**src/rtl/traffic_lights_monitor.sv**
```systemverilog
// Passive decoder for the traffic-light lamp outputs: measures segment lengths,
// classifies the operating mode, counts green blinks and flags illegal sequences.
module traffic_lights_monitor #(
    parameter int unsigned CNT_W       = 16,
    parameter logic [15:0] BLINK_MAX   = 16'd600,
    parameter logic [15:0] OFF_TIMEOUT = 16'd2000,
    parameter int unsigned BLINK_CNT_W = 8
) (
    input  logic                   clk_i,
    input  logic                   rst_i,
    input  logic                   red_i,
    input  logic                   yellow_i,
    input  logic                   green_i,
    output logic                   seg_valid_o,
    output logic [2:0]             seg_lights_o,
    output logic [CNT_W-1:0]       seg_len_o,
    output logic [1:0]             mode_o,
    output logic [BLINK_CNT_W-1:0] green_blinks_o,
    output logic                   green_blinks_valid_o,
    output logic                   seq_err_o
);

    localparam logic [2:0] P_DARK    = 3'b000;
    localparam logic [2:0] P_GREEN   = 3'b001;
    localparam logic [2:0] P_YELLOW  = 3'b010;
    localparam logic [2:0] P_RED     = 3'b100;
    localparam logic [2:0] P_RED_YEL = 3'b110;

    typedef enum logic [1:0] {
        MODE_UNKNOWN = 2'd0,
        MODE_NORMAL  = 2'd1,
        MODE_OFF     = 2'd2,
        MODE_UNC     = 2'd3
    } mode_t;

    logic [2:0]             lights_now;
    logic [2:0]             lights_reg;
    logic [2:0]             prev_lights_reg;
    logic                   prev_short_reg;
    logic [CNT_W-1:0]       run_len_reg;
    logic [CNT_W-1:0]       run_len_next;
    logic [31:0]            run_len_ext;
    logic                   green_phase_reg;
    logic                   green_phase_next;
    logic [BLINK_CNT_W-1:0] blink_cnt_reg;
    logic [BLINK_CNT_W-1:0] blink_cnt_next;
    logic [BLINK_CNT_W-1:0] green_blinks_reg;
    logic [BLINK_CNT_W-1:0] green_blinks_next;
    logic                   blinks_valid_reg;
    logic                   blinks_valid_next;
    logic                   seg_valid_reg;
    logic [2:0]             seg_lights_reg;
    logic [CNT_W-1:0]       seg_len_reg;
    logic                   seq_err_reg;
    logic                   seq_err_next;
    mode_t                  mode_reg;
    mode_t                  mode_next;

    logic changed;
    logic seg_done;
    logic cur_alt;
    logic cur_short;
    logic illegal_pat;
    logic bad_trans;
    logic normal_hit;
    logic off_hit;
    logic unc_hit;

    assign lights_now  = {red_i, yellow_i, green_i};
    assign run_len_ext = 32'(run_len_reg);
    assign changed     = (lights_now != lights_reg);
    assign seg_done    = changed && (run_len_reg != '0);
    assign cur_alt     = (lights_reg == P_DARK) || (lights_reg == P_YELLOW);
    assign cur_short   = cur_alt && (run_len_ext <= 32'(BLINK_MAX));

    assign illegal_pat = (lights_now == 3'b101) || (lights_now == 3'b011) ||
                         (lights_now == 3'b111);
    assign bad_trans   = ((lights_now == P_RED_YEL) && (lights_reg != P_RED)) ||
                         ((lights_now == P_GREEN) &&
                          !((lights_reg == P_RED_YEL) ||
                            ((lights_reg == P_DARK) && green_phase_reg)));
    assign seq_err_next = changed && (illegal_pat || bad_trans);

    assign normal_hit = changed && (lights_reg == P_RED) && (lights_now == P_RED_YEL);
    assign off_hit    = !changed && (lights_reg == P_DARK) &&
                        (run_len_ext == 32'(OFF_TIMEOUT));
    // Completed segment and its predecessor are a short dark and a short yellow, either order.
    assign unc_hit    = seg_done && cur_short && prev_short_reg &&
                        ((prev_lights_reg ^ lights_reg) == P_YELLOW);

    assign run_len_next = changed ? CNT_W'(1) :
                          (&run_len_reg) ? run_len_reg : run_len_reg + CNT_W'(1);

    always_comb begin
        green_phase_next  = green_phase_reg;
        blink_cnt_next    = blink_cnt_reg;
        green_blinks_next = green_blinks_reg;
        blinks_valid_next = 1'b0;
        if (changed) begin
            if ((lights_reg == P_RED_YEL) && (lights_now == P_GREEN)) begin
                green_phase_next = 1'b1;
            end else if (green_phase_reg && (lights_reg == P_DARK) &&
                         (lights_now == P_GREEN)) begin
                if (!(&blink_cnt_reg)) begin
                    blink_cnt_next = blink_cnt_reg + BLINK_CNT_W'(1);
                end
            end else if (green_phase_reg &&
                         ((lights_reg == P_DARK) || (lights_reg == P_GREEN)) &&
                         (lights_now != P_DARK) && (lights_now != P_GREEN)) begin
                green_blinks_next = blink_cnt_reg;
                blinks_valid_next = 1'b1;
                blink_cnt_next    = '0;
                green_phase_next  = 1'b0;
            end
        end
    end

    // Mode FSM: state register
    always_ff @(posedge clk_i or posedge rst_i) begin
        if (rst_i) begin
            mode_reg <= MODE_UNKNOWN;
        end else begin
            mode_reg <= mode_next;
        end
    end

    // Mode FSM: next state, highest-priority rule first
    always_comb begin
        mode_next = mode_reg;
        if (normal_hit) begin
            mode_next = MODE_NORMAL;
        end else if (changed && illegal_pat) begin
            mode_next = MODE_UNKNOWN;
        end else if (off_hit) begin
            mode_next = MODE_OFF;
        end else if (unc_hit) begin
            mode_next = MODE_UNC;
        end else begin
            case (mode_reg)
                MODE_OFF: begin
                    if (changed) mode_next = MODE_UNKNOWN;
                end
                MODE_UNC: begin
                    if (changed || (cur_alt && (run_len_ext > 32'(BLINK_MAX)))) begin
                        mode_next = MODE_UNKNOWN;
                    end
                end
                default: begin
                    mode_next = mode_reg;
                end
            endcase
        end
    end

    // Mode FSM: outputs
    always_comb begin
        mode_o = mode_reg;
    end

    always_ff @(posedge clk_i or posedge rst_i) begin
        if (rst_i) begin
            lights_reg       <= P_DARK;
            run_len_reg      <= '0;
            prev_lights_reg  <= P_DARK;
            prev_short_reg   <= 1'b0;
            green_phase_reg  <= 1'b0;
            blink_cnt_reg    <= '0;
            green_blinks_reg <= '0;
            blinks_valid_reg <= 1'b0;
            seg_valid_reg    <= 1'b0;
            seg_lights_reg   <= '0;
            seg_len_reg      <= '0;
            seq_err_reg      <= 1'b0;
        end else begin
            lights_reg       <= lights_now;
            run_len_reg      <= run_len_next;
            green_phase_reg  <= green_phase_next;
            blink_cnt_reg    <= blink_cnt_next;
            green_blinks_reg <= green_blinks_next;
            blinks_valid_reg <= blinks_valid_next;
            seq_err_reg      <= seq_err_next;
            seg_valid_reg    <= seg_done;
            if (seg_done) begin
                seg_lights_reg  <= lights_reg;
                seg_len_reg     <= run_len_reg;
                prev_lights_reg <= lights_reg;
                prev_short_reg  <= cur_short;
            end
        end
    end

    assign seg_valid_o          = seg_valid_reg;
    assign seg_lights_o         = seg_lights_reg;
    assign seg_len_o            = seg_len_reg;
    assign green_blinks_o       = green_blinks_reg;
    assign green_blinks_valid_o = blinks_valid_reg;
    assign seq_err_o            = seq_err_reg;

endmodule

```
**config.mk**
```make
export PLATFORM = sky130hd
export DESIGN_NAME = traffic_lights_monitor
export DESIGN_NICKNAME = d
export VERILOG_FILES = /design/src/rtl/traffic_lights_monitor.sv
export SDC_FILE = /design/constraint.sdc
export NUM_CORES = 1
export LEC_CHECK = 0
export ABC_CLOCK_PERIOD_IN_PS = 6700
export BUFFER_PORTS_ARGS = -buffer_cell sky130_fd_sc_hd__buf_4
export CELL_PAD_IN_SITES_DETAIL_PLACEMENT = 1
export CELL_PAD_IN_SITES_GLOBAL_PLACEMENT = 2
export CORE_AREA = 8 8 90 108
export DETAILED_ROUTE_END_ITERATION = 10
export DIE_AREA = 0 0 98 116
export PLACE_DENSITY = 0.89
export SLEW_MARGIN = 10
export SYNTH_ARGS = -nofsm -noshare
export SYNTH_HDL_FRONTEND = slang
export SYNTH_SLANG_ARGS = --single-unit
```
**constraint.sdc**
```tcl
create_clock -name clk_i -period 6.7 [get_ports clk_i]
set_input_delay 0.67 -clock clk_i [delete_from_list [all_inputs] [get_ports clk_i]]
set_output_delay 0.67 -clock clk_i [all_outputs]
set_load 0.01 [all_outputs]
```
; ---- Yosys cells after proc, flatten, opt, wreduce, memory -nomap -nowiden
; Cells that the tools add are included.
[op_classes]
addsub = 2
mul = 0
div = 0
n_lt_le_gt_ge = 2
n_eq_ne = 21
shift = 0
n_mux = 19
n_bitwise = 3
reduce_logical = 42
[ops]
columns = operator, n
row1 = $mux W16, 2
row2 = $mux W8, 3
row3 = $logic_and A1 B1 Y1, 20
row4 = $add A16 B1 Y16 const B, 1
row5 = $eq A16 B11 Y1 const B, 1
row6 = $gt A16 B10 Y1 const B, 1
row7 = $le A16 B10 Y1 const B, 1
row8 = $reduce_and A16 Y1, 1
row9 = $reduce_bool A16 Y1, 1
row10 = $eq A3 B3 Y1 const B, 5
row11 = $mux W2, 6
row12 = $ne A6 B6 Y1 const B, 2
row13 = $eq A3 B2 Y1 const B, 3
row14 = $add A8 B1 Y8 const B, 1
row15 = $logic_or A1 B1 Y1, 8
row16 = $reduce_and A4 Y1, 2
row17 = $reduce_and A8 Y1, 1
row18 = $mux W1, 7
row19 = $eq A3 B1 Y1 const B, 2
row20 = $ne A2 B2 Y1 const B, 3
row21 = $reduce_and A3 Y1, 2
row22 = $reduce_bool A6 Y1, 1
row23 = $eq A2 B2 Y1 const B, 2
row24 = $pmux W2 S2, 1
row25 = other kinds (9), 12
[totals]
ff_bits = 61
latchBits = 0
ram_bits = 0
rom_bits = 0
inputBits = 5
out_inout_bits = 32
wordCells = 101
n_memories = 0

; ---- Logic depth before layout (Yosys ltp)
[logic_depth]
depth_word = 10
mapped_depth = 9
mapped_depth_nobuf = 8

; ---- Worst setup path before layout
; OpenSTA, ideal clock, no wires.
[synth_path]
path_type = register to register
start = reg run_len_reg[0]
end = reg prev_short_reg
setup_ns = 0.128
t_arrival_ns = 2.318
required_time_ns = 6.572
slack_ns = 4.255
path_stages_with_launch = 8
n_path_buf = 0
period_less_slack_ns = 2.445
cell_sequence = dfrtp_1 inv_1 ha_1 or4b_1 or4_1 o41ai_4 inv_2 mux2_1
[synth_between]
elab_chain_len = 2
word_cells_on_any_way = 4
cone_classes = 1 x order compare / 3 x reduce/logical
[synth_rtl]
columns = element, line_no
row1 = start: declaration, 40  ; logic [CNT_W-1:0] run_len_reg;
row2 = start signal: assignment, 176  ; run_len_reg <= run_len_next;
row3 = $le A16 B10 Y1 / $reduce_bool A16 Y1 (equally long branches), "74, 72"
row4 = $logic_and A1 B1 Y1 (on tied branches), "74, 72"
row5 = end signal: assignment, 187  ; prev_short_reg <= cur_short;
row6 = end: declaration, 39  ; logic prev_short_reg;
; Parallel ways exist; a longest one is shown, timed or not.
; A chain may end at the register's enable or synchronous reset.

; ---- Worst setup path after layout
[layout_path]
start = reg run_len_reg[0]
end = reg mode_reg[0] (netlist: mode_o[0])
[layout_between]
elab_chain_len = 9
word_cells_on_any_way = 20
cone_classes = 2 x order compare / 3 x eq/ne / 4 x mux / 11 x reduce/logical
[layout_rtl]
columns = element, line_no
row1 = $le A16 B10 Y1 / $reduce_bool A16 Y1 (equally long branches), "74, 72"
row2 = $logic_and A1 B1 Y1 (on tied branches), "74, 72"
row3 = $logic_and A1 B1 Y1 (3 in a row), 88  ; assign unc_hit = seg_done && cur_short && prev_short_reg &&
row4 = $mux W2, 136  ; end else if (unc_hit) begin
row5 = $mux W2, 134  ; end else if (off_hit) begin
row6 = $mux W2, 132  ; end else if (changed && illegal_pat) begin
row7 = $mux W2, 130  ; if (normal_hit) begin
row8 = end signal: assignment, 123  ; mode_reg <= mode_next;
row9 = end: declaration, 56  ; mode_t mode_reg;
; Parallel ways exist; a longest one is shown, timed or not.

==> out/metrics.csv <==
stage;metric;value;unit
yosys;Yosys reg bits;61;
routing;WL/cell;16.5;um
critical_path;CP Launch Type;register;
clock_tree;CTS Buffer Depth;2;
yosys;Syn. warnings;0;
run_status;outcome;finished clean;
clock_tree;CTS Buf Count;9;
place;hpwl dp;5440;um
sta;fin crit share;38.6;%
die;Die Y;116;um
clock_tree;clk_lat worst skew;0.34;ns
global_routing;Overflow after GRT;0;
finish;final non-filler cell total;465;
sta;Worst-Margin Slew;0.927;ns
hold_path;Hold Path Sink;seg_len_o[6];
critical_path;CP Data Required Time;6.91;ns
global_routing;Tot GR Track Use;14.5;%
sta;Pins Over Slew Limit;0;
finish;share of cells above drive strength 1;15.7;%
routing;total number of vias;2548;
place;Port-buffer cells;36;
die;Rows;36;
hold_path;worst min-delay path startpoint;seg_len_o[6];
die;die width;98;um
hold_path;worst hold path cell count;2;
critical_path;Reg2Reg Setup Slack;4.11;ns
routing;initial drt markers;145;
clock_tree;setup bufs post-CTS;0;
sta;Final setup viols;0;
routing;DRC violations left;0;
critical_path;delay-heaviest family, CP;simple AND/OR/NAND/NOR gates;
routing;Post-Route WL;7690;um
pwr;worst vdd ir;0.000116;V
finish;Seq. cell area;1530;um^2
critical_path;CP Cell Sequence;inv_1, ha_1, or4b_1, or4_1, o41ai_4, inv_2, a311oi_1, nor3_1;
finish;Inserted Diodes;0;
place;GPL Wtd Cong;0.768;
routing;Pre-antenna DRT Iters;4;
routing;Antenna Nets Post-Route;0;
finish;Area Overhead vs Synth;18.4;%
finish;Final Cell Area;3510;um^2
place;Cell Area, Placed;3300;um^2
clock_tree;clk sink count;61;
critical_path;R2R cell count;8;
yosys;post-synth cell types;45;
finish;Layout fillers;935;
critical_path;largest driver fanout on the critical path;15;
yosys;FFs w/ async S/R, synth;100;%
yosys;Post-synth top flop;dfrtp_1;
yosys;Avg Inst Size Synth;8.87;um^2
critical_path;reg-to-reg endpoint;mode_o[0];
die;die area;11400;um^2
global_routing;initial antenna violation count;0;
global_routing;first-pass GRT wire length;13300;um
critical_path;CP arrival;2.80;ns
clock_tree;# H-tree levels;3;
sta;total negative slack;0;ns
hold_path;Hold Path Class;reg -> reg;
sta;Rel. slew slack;38.0;%
routing;routed vias/inst;5.48;
die;Core ar.;7970;um^2
yosys;Seq/Total Area, Yosys;51.5;%
sta;fmax;387;MHz
global_routing;largest net degree at the start of global routing;62;
pwr;Power Density;235;nW/um^2
sta;Setup Skew;0.0143;ns
pwr;Tot Pwr;823;uW
sta;unrepaired setup endpoints after global routing;no;
clock_tree;hold buffer count at cts;0;
yosys;Net Count, Synth;342;
yosys;Post-Syn Area;2960;um^2
clock_tree;# resized after CTS;0;
sta;final hold viol count;0;
global_routing;vias in the first global route;2708;
critical_path;Largest stage delay, worst path;0.47;ns
critical_path;Worst path slowest cell;or4_1;
yosys;Post-synth EDFFs;0;
sta;Hold WS;0.475;ns
critical_path;kind of critical path;reg -> reg;
critical_path;Buf/Inv on CP;2;
clock_tree;CTS tree;done;
finish;multi-input logic area;1310;um^2
yosys;Post-Syn Instances;334;
die;I/O pin total;37;
critical_path;Setup crit end kind;register;
clock_tree;Root Buffer Master;clkbuf_8;
die;initial core utilization;37.2;%
run;total of max-cap violations;0;
sta;Period minus WS final;2.59;ns
clock_tree;clk slew on worst S/H paths;0.07;ns
critical_path;Critical R2R Launch;run_len_reg[0];
place;placed cells;449;
pwr;Static Leak;1.70;nW
finish;Nets;373;
## cell usage after synthesis, types with 3 or more instances
cell,count,share of area (%)
or3_1,11,2.3
or4_1,3,0.76
clkbuf_1,15,1.9
dfrtp_1,61,51
nand4_1,4,0.84
xnor2_1,8,2.4
o31ai_1,4,1.0
nand2_1,88,11
nor4b_1,3,0.89
a31oi_1,3,0.63
inv_1,11,1.4
buf_2,3,0.51
a211oi_1,3,0.76
o21ai_0,20,3.4
and3_1,11,2.3
a21oi_1,14,2.4
nor2_1,16,2.0
nor3_1,6,1.0
nand3_1,13,2.2
ha_1,3,1.3
## per-layer routing
| layer | global-route usage (%) | share of wire, % | routed length [um] |
|---|---|---|---|
| met1 | 16.6 | 43 | 3290 |
| met2 | 25.4 | 53 | 4080 |
| met3 | 3.55 | 3.1 | 238 |
| met4 | 5.63 | 1.0 | 80 |
| met5 | 0 | 0 | 0 |
## through the flow
| step | utilization, % | setup slack, ns |
|---|---|---|
| after floorplan | - | 4.25 |
| after global placement | 41.4 | 4.16 |
| after detailed placement | 41.4 | 4.07 |
| after CTS | 44.0 | 4.10 |
| after global routing | 44.0 | 3.94 |
| final | 44.0 | 4.11 |
## cell type report
cell class	instances	area share [%]
multi-input cells	241	37.4
clock inverters	5	2.14
well taps	95	3.39
repair buffers	40	8.55
clock buffers	11	3.74
inverters	12	1.28
flip-flops and latches	61	43.5
## worst max path at each step
stage / start / to / slack [ns] / depth (start not counted)
after floorplan: run_len_reg[0] / prev_short_reg / 4.25 / 7
after global placement: green_i / prev_short_reg / 4.16 / 6
after detailed placement: green_i / prev_short_reg / 4.07 / 6
after CTS: run_len_reg[0] / mode_o[0] / 4.10 / 8
after global routing: run_len_reg[0] / mode_o[0] / 3.94 / 8
final: run_len_reg[0] / mode_o[0] / 4.11 / 8
## cell usage in the layout (no fill, tap or decap), drive strengths merged, types with 2 or more instances in the layout
cell type / n
or4: 3
mux2i: 2
nor4b: 3
inv: 12
nand2b: 2
xnor2: 8
a21oi: 14
a211oi: 3
nand2: 88
dfrtp: 61
clkinv: 3
nor2b: 2
a31oi: 3
nor4: 2
or3: 11
nor3: 6
and3: 11
clkbuf: 11
buf: 40
nand3: 13
bufinv: 2
nor2: 16
ha: 3
nand4: 4
o31ai: 4
o21ai: 21
a21o: 2
and2: 2
xor2: 2
o211ai: 2
## cells by family after synthesis
group           share of synthesized area [%]
fa+ha+maj                                1.27
flops                                    51.5
simple gates                             26.3
mux                                      1.06
compound gates                           12.7
buf+inv                                  4.18
xor+xnor                                 2.96
## worst register-to-register path, cell delays in order, from the launching register on
cell      delay, ns
dfrtp_1        0.42
inv_1          0.09
ha_1           0.15
or4b_1         0.44
or4_1          0.47
o41ai_4        0.35
inv_2          0.19
a311oi_1       0.27
nor3_1         0.09
## where the power goes
group	leakage, nW	internal, mW	total, mW	switching (mW)
Clock	0.107	0.208	0.350	0.142
Combinational	0.774	0.0297	0.0811	0.0513
Sequential	0.820	0.380	0.392	0.0118
No activity file was read; power rests on OpenSTA's default activity.
